==> src/rtl/int_wb_arbiter_pkg.sv <==
// Shared widths, source indices and the per-source writeback holding entry
// for the integer writeback arbiter.
package int_wb_arbiter_pkg;

  localparam int NUM_SRC = 4;
  localparam int ADDR_W  = 5;
  localparam int DATA_W  = 64;

  localparam int SRC_ALU = 0;
  localparam int SRC_MUL = 1;
  localparam int SRC_DIV = 2;
  localparam int SRC_MEM = 3;

  typedef struct packed {
    logic              valid;
    logic [ADDR_W-1:0] addr;
    logic [DATA_W-1:0] data;
  } wb_entry_t;

endpackage

==> src/rtl/wb_rr_arbiter.sv <==
// Combinational round-robin selector: the lowest offset from rr_ptr with a
// pending request wins, producing a one-hot grant.
module wb_rr_arbiter #(
  parameter int N     = int_wb_arbiter_pkg::NUM_SRC,
  parameter int PTR_W = $clog2(N)
) (
  input  logic [N-1:0]     req,
  input  logic [PTR_W-1:0] rr_ptr,
  output logic [N-1:0]     gnt
);

  logic [PTR_W-1:0] idx;

  // Scan from the farthest offset down so the nearest requester overwrites last.
  always_comb begin
    gnt = '0;
    idx = '0;
    for (int i = N - 1; i >= 0; i--) begin
      idx = PTR_W'((int'(rr_ptr) + i) % N);
      if (req[idx]) begin
        gnt      = '0;
        gnt[idx] = 1'b1;
      end
    end
  end

endmodule

==> src/rtl/int_wb_arbiter.sv <==
// Integer writeback arbiter: one holding entry per result source, round-robin
// grant into a single registered register-file write port.
module int_wb_arbiter #(
  parameter int NUM_SRC = int_wb_arbiter_pkg::NUM_SRC,
  parameter int ADDR_W  = int_wb_arbiter_pkg::ADDR_W,
  parameter int DATA_W  = int_wb_arbiter_pkg::DATA_W
) (
  input  logic                      CLK,
  input  logic                      RST,
  input  logic                      lock,
  input  logic [NUM_SRC-1:0]        src_valid,
  output logic [NUM_SRC-1:0]        src_ready,
  input  logic [NUM_SRC*ADDR_W-1:0] src_addr,
  input  logic [NUM_SRC*DATA_W-1:0] src_data,
  output logic                      write_enable1,
  output logic [ADDR_W-1:0]         write_addr1,
  output logic [DATA_W-1:0]         write_data1,
  output logic                      commit_valid,
  output logic [1:0]                commit_src
);
  import int_wb_arbiter_pkg::*;

  localparam int PTR_W = $clog2(NUM_SRC);

  wb_entry_t [NUM_SRC-1:0] ent;
  wb_entry_t               gnt_ent;
  logic [NUM_SRC-1:0]      req, gnt;
  logic [PTR_W-1:0]        rr_ptr, gnt_idx;
  logic                    any_gnt;

  always_comb begin
    req = '0;
    for (int k = 0; k < NUM_SRC; k++) req[k] = ent[k].valid & ~lock;
  end

  wb_rr_arbiter #(.N(NUM_SRC), .PTR_W(PTR_W)) u_rr (
    .req    (req),
    .rr_ptr (rr_ptr),
    .gnt    (gnt)
  );

  always_comb begin
    gnt_idx = '0;
    for (int k = 0; k < NUM_SRC; k++)
      if (gnt[k]) gnt_idx = PTR_W'(k);
    any_gnt = |gnt;
    gnt_ent = ent[gnt_idx];
  end

  // An entry being drained this cycle can take a new result with no bubble.
  always_comb begin
    src_ready = '0;
    for (int k = 0; k < NUM_SRC; k++)
      src_ready[k] = ~RST & (~ent[k].valid | gnt[k]);
  end

  always_ff @(posedge CLK or posedge RST) begin
    if (RST) begin
      ent <= '0;
    end else begin
      for (int k = 0; k < NUM_SRC; k++) begin
        if (src_valid[k] && src_ready[k])
          ent[k] <= '{valid: 1'b1,
                      addr:  src_addr[k*ADDR_W +: ADDR_W],
                      data:  src_data[k*DATA_W +: DATA_W]};
        else if (gnt[k])
          ent[k].valid <= 1'b0;
      end
    end
  end

  always_ff @(posedge CLK or posedge RST) begin
    if (RST) begin
      rr_ptr        <= '0;
      commit_valid  <= 1'b0;
      commit_src    <= '0;
      write_enable1 <= 1'b0;
      write_addr1   <= '0;
      write_data1   <= '0;
    end else begin
      commit_valid  <= any_gnt;
      // x0 writes still retire, they just never reach the register file.
      write_enable1 <= any_gnt && (gnt_ent.addr != '0);
      if (any_gnt) begin
        rr_ptr      <= PTR_W'((int'(gnt_idx) + 1) % NUM_SRC);
        commit_src  <= 2'(gnt_idx);
        write_addr1 <= gnt_ent.addr;
        write_data1 <= gnt_ent.data;
      end
    end
  end

endmodule

==> config.mk <==
export PLATFORM = sky130hd
export DESIGN_NAME = int_wb_arbiter
export DESIGN_NICKNAME = d
export VERILOG_FILES = /design/src/rtl/int_wb_arbiter_pkg.sv /design/src/rtl/wb_rr_arbiter.sv /design/src/rtl/int_wb_arbiter.sv
export SDC_FILE = /design/constraint.sdc
export NUM_CORES = 1
export LEC_CHECK = 0
export BUFFER_PORTS_ARGS = -buffer_cell sky130_fd_sc_hd__buf_2
export CAP_MARGIN = 15
export CORE_MARGIN = 5
export CORE_UTILIZATION = 54
export CTS_CLUSTER_SIZE = 28
export DETAILED_ROUTE_END_ITERATION = 6
export GPL_TIMING_DRIVEN = 1
export PLACE_DENSITY = 0.8
export SLEW_MARGIN = 10
export SYNTH_ARGS = -nofsm -noshare
export SYNTH_HDL_FRONTEND = slang
export SYNTH_SLANG_ARGS = --single-unit
==> constraint.sdc <==
create_clock -name CLK -period 13.59 [get_ports CLK]
set_input_delay 2.718 -clock CLK [delete_from_list [all_inputs] [get_ports CLK]]
set_output_delay 2.718 -clock CLK [all_outputs]
set_load 0.03 [all_outputs]
==> results.py <==
metrics = {
    "clock_network": {
        "cts_buffer_depth": 3,
        "cts-buffers-inserted": 39,
        "cts-root-buf": "clkbuf_16",
        "clk_pin_slew_ns": 0.05,
        "cts_htree_levels": 2,
        "post_cts.repair.setup_buffers": 0,
        "cts_resized": 0,
        "postCtsHoldBufs": 0,
        "clkSinkCount": 355,
        "cts_tree": "done",
        "insertion_delay_ns": 0.51,
    },
    "finish": {
        "seq_area_sq_um": 8880,
        "nNetsFinal": 1768,
        "finalNonFillerCells": 1906,
        "syn2layout_area_growth_pct": 21.2,
        "drive_gt1_frac": 0.471,
        "finish.instance_area_sq_um": 18900,
        "n_fill_cell": 2115,
        "multiInputGateArea_sq_um": 6310,
    },
    "logic_synthesis": {
        "synth-seq-cells": 355,
        "postSynth.asyncResetShare": 1.00,
        "ys.flop_type": "dfrtp_1",
        "syn_area_per_cell_sq_um": 13.6,
        "synth_edf_count": 0,
        "synth_cell_types": 48,
        "synth_fp_nets": 1433,
        "ys_seq_area_frac": 0.570,
        "yosysWarnings": 0,
        "netlist_instances": 1143,
        "synth.cell_area_sq_um": 15600,
    },
    "sta": {
        "min_period_ns": 8.31,
        "finClkSkew_ns": 0.0122,
        "report.final.slew_viol_count": 0,
        "worstMarginPinSlew_ns": 1.13,
        "tns_ns": 0,
        "max_freq_ghz": 0.120,
        "setup_viol": 0,
        "hold_violations": 0,
        "maxSlewHeadroom": 0.246,
        "hold_slack_ns": 0.492,
        "rsz0062_at_grt": "no",
        "fin_crit_sh": 0.611,
    },
    "detailed_routing": {
        "vias_per_cell": 5.71,
        "wl_um": 40900,
        "drc": 0,
        "drtIter0Drc": 784,
        "drtPass1Iterations": 5,
        "wl_per_cell_um": 21.4,
        "ant_nets": 0,
        "vias": 10875,
    },
    "global_route": {
        "antenna_found_initial": 22,
        "overflow": 0,
        "grt_use_total": 0.249,
        "grt_pass1_vias": 11802,
        "grt_pass1_wl_um": 65300,
        "grt_max_degree": 134,
    },
    "critical_path": {
        "crit_path_end_kind": "output port",
        "r2r-end": "write_data1[35]",
        "path_class": "in -> out",
        "worstSetupStartpointType": "input pin",
        "worstPathRequired_ns": 10.87,
        "reg2reg_from": "rr_ptr[0]",
        "reg2reg_depth": 11,
        "rrSetupSlack_ns": 7.80,
        "critical_path.endpoint": "src_ready[3]",
        "arrival_ns": 5.59,
        "cp_max_fo": 72,
        "cp-startpoint": "lock",
    },
    "floorplanning": {
        "core_area_sq_um": 28600,
        "rows": 62,
        "boundaryPins": 360,
        "dieArea_sq_um": 32400,
        "die_h_um": 180,
        "start_util": 0.545,
        "die_x_um": 180,
    },
    "placed_design": {
        "gp_congestion": 0.851,
        "hpwl_um": 27200,
        "dpl-instance-area_sq_um": 17600,
        "place.port_buffers": 359,
        "dp_cells": 1818,
    },
    "flow_run": {
        "maxCapViolCount": 0,
    },
    "outcome": {
        "status": "finished clean",
    },
    "worst_hold_path": {
        "hp-class": "reg -> reg",
    },
}
## critical path: stages
cell	delay, ns
buf_2	0.16
or2_1	0.24
o22ai_1	0.82
a2111oi_2	0.14
or3_4	0.43
buf_4	0.36
a21oi_4	0.34
buf_2	0.23
## logic make-up after synthesis
| logic type | count (synthesis) | share of synthesized area |
|---|---|---|
| AOI/OAI and AO/OA | 166 | 0.0918 |
| adders and majority gates | 7 | 0.00562 |
| muxes | 349 | 0.253 |
| and+or+nand+nor | 185 | 0.0516 |
| buffers and inverters | 81 | 0.0284 |
| DFF | 355 | 0.570 |
## metrics by stage
| step | util | worst slack, ns |
|---|---|---|
| 2_1_floorplan | - | 1.02 |
| 3_3_place_gp | 0.613 | 5.57 |
| 3_5_place_dp | 0.613 | 5.43 |
| 4_1_cts | 0.657 | 5.43 |
| 5_1_grt | 0.661 | 5.31 |
| 6_report | 0.661 | 5.28 |
## how the worst min path moves through the flow
stage	start	end	cells after the start
floorplan	ent[274]	ent[274]	1
finish	ent[166]	ent[166]	1
global placement	ent[277]	ent[277]	1
global route	ent[264]	ent[264]	1
CTS	ent[244]	ent[244]	1
detailed placement	ent[274]	ent[274]	1
## final cells by class
class                           count  area share
Antenna cell                       17     0.00225
Multi-Input combinational cell    707       0.334
Clock inverter                     12     0.00516
Inverter                            4     0.00119
Sequential cell                   355       0.470
Tap cell                          384      0.0254
Clock buffer                       56      0.0609
Timing Repair Buffer              371       0.102
## sequential cells by signal, summed over array words and instances (netlist names)
name	count
commit_src	2
ent	280
commit_valid	1
write_addr1	5
write_data1	64
rr_ptr	2
write_enable1	1
## layer usage
metal / part of all wire / global-route usage / up-vias
met4: 0.038 / 0.0988 / 10
met2: 0.49 / 0.415 / 381
met1: 0.41 / 0.321 / 5549
met5: 0.0013 / 0 / -
met3: 0.061 / 0.0523 / 102
li1: - / - / 4833
## placed cells by master, fill, tap and decap left out, drive strengths merged, types with 7 or more instances in the layout
cell	n
buf	371
a211oi	64
ha	7
dfrtp	355
clkinv	8
nand3	8
clkbuf	56
mux2	343
o22ai	66
nor2	137
diode	17
nand2	16
a21oi	9
## synth_stat cells (all sizes together) (2+ instances only)
cell / instances / area share
mux2i: 4 / 0.0026
a22oi: 5 / 0.0024
nor2b: 3 / 0.0012
a21oi: 9 / 0.0039
nand2b: 2 / 0.00080
nor3b: 4 / 0.0019
nor3: 5 / 0.0016
a211oi: 64 / 0.047
and2: 2 / 0.00080
a221oi: 2 / 0.0011
o22ai: 66 / 0.026
mux4: 2 / 0.0029
dfrtp: 355 / 0.57
buf: 67 / 0.025
nand3: 8 / 0.0026
nand2: 16 / 0.0045
or2: 2 / 0.00080
inv: 4 / 0.00096
o21a: 3 / 0.0014
o21ai: 5 / 0.0016
a2111oi: 3 / 0.0029
a311oi: 2 / 0.0011
clkbuf: 10 / 0.0024
mux2: 343 / 0.25
and4bb: 2 / 0.0016
ha: 7 / 0.0056
nor2: 137 / 0.033
Power is not shown: default switching activity piles up to over one toggle a cycle in this logic, so the estimate is an artifact.
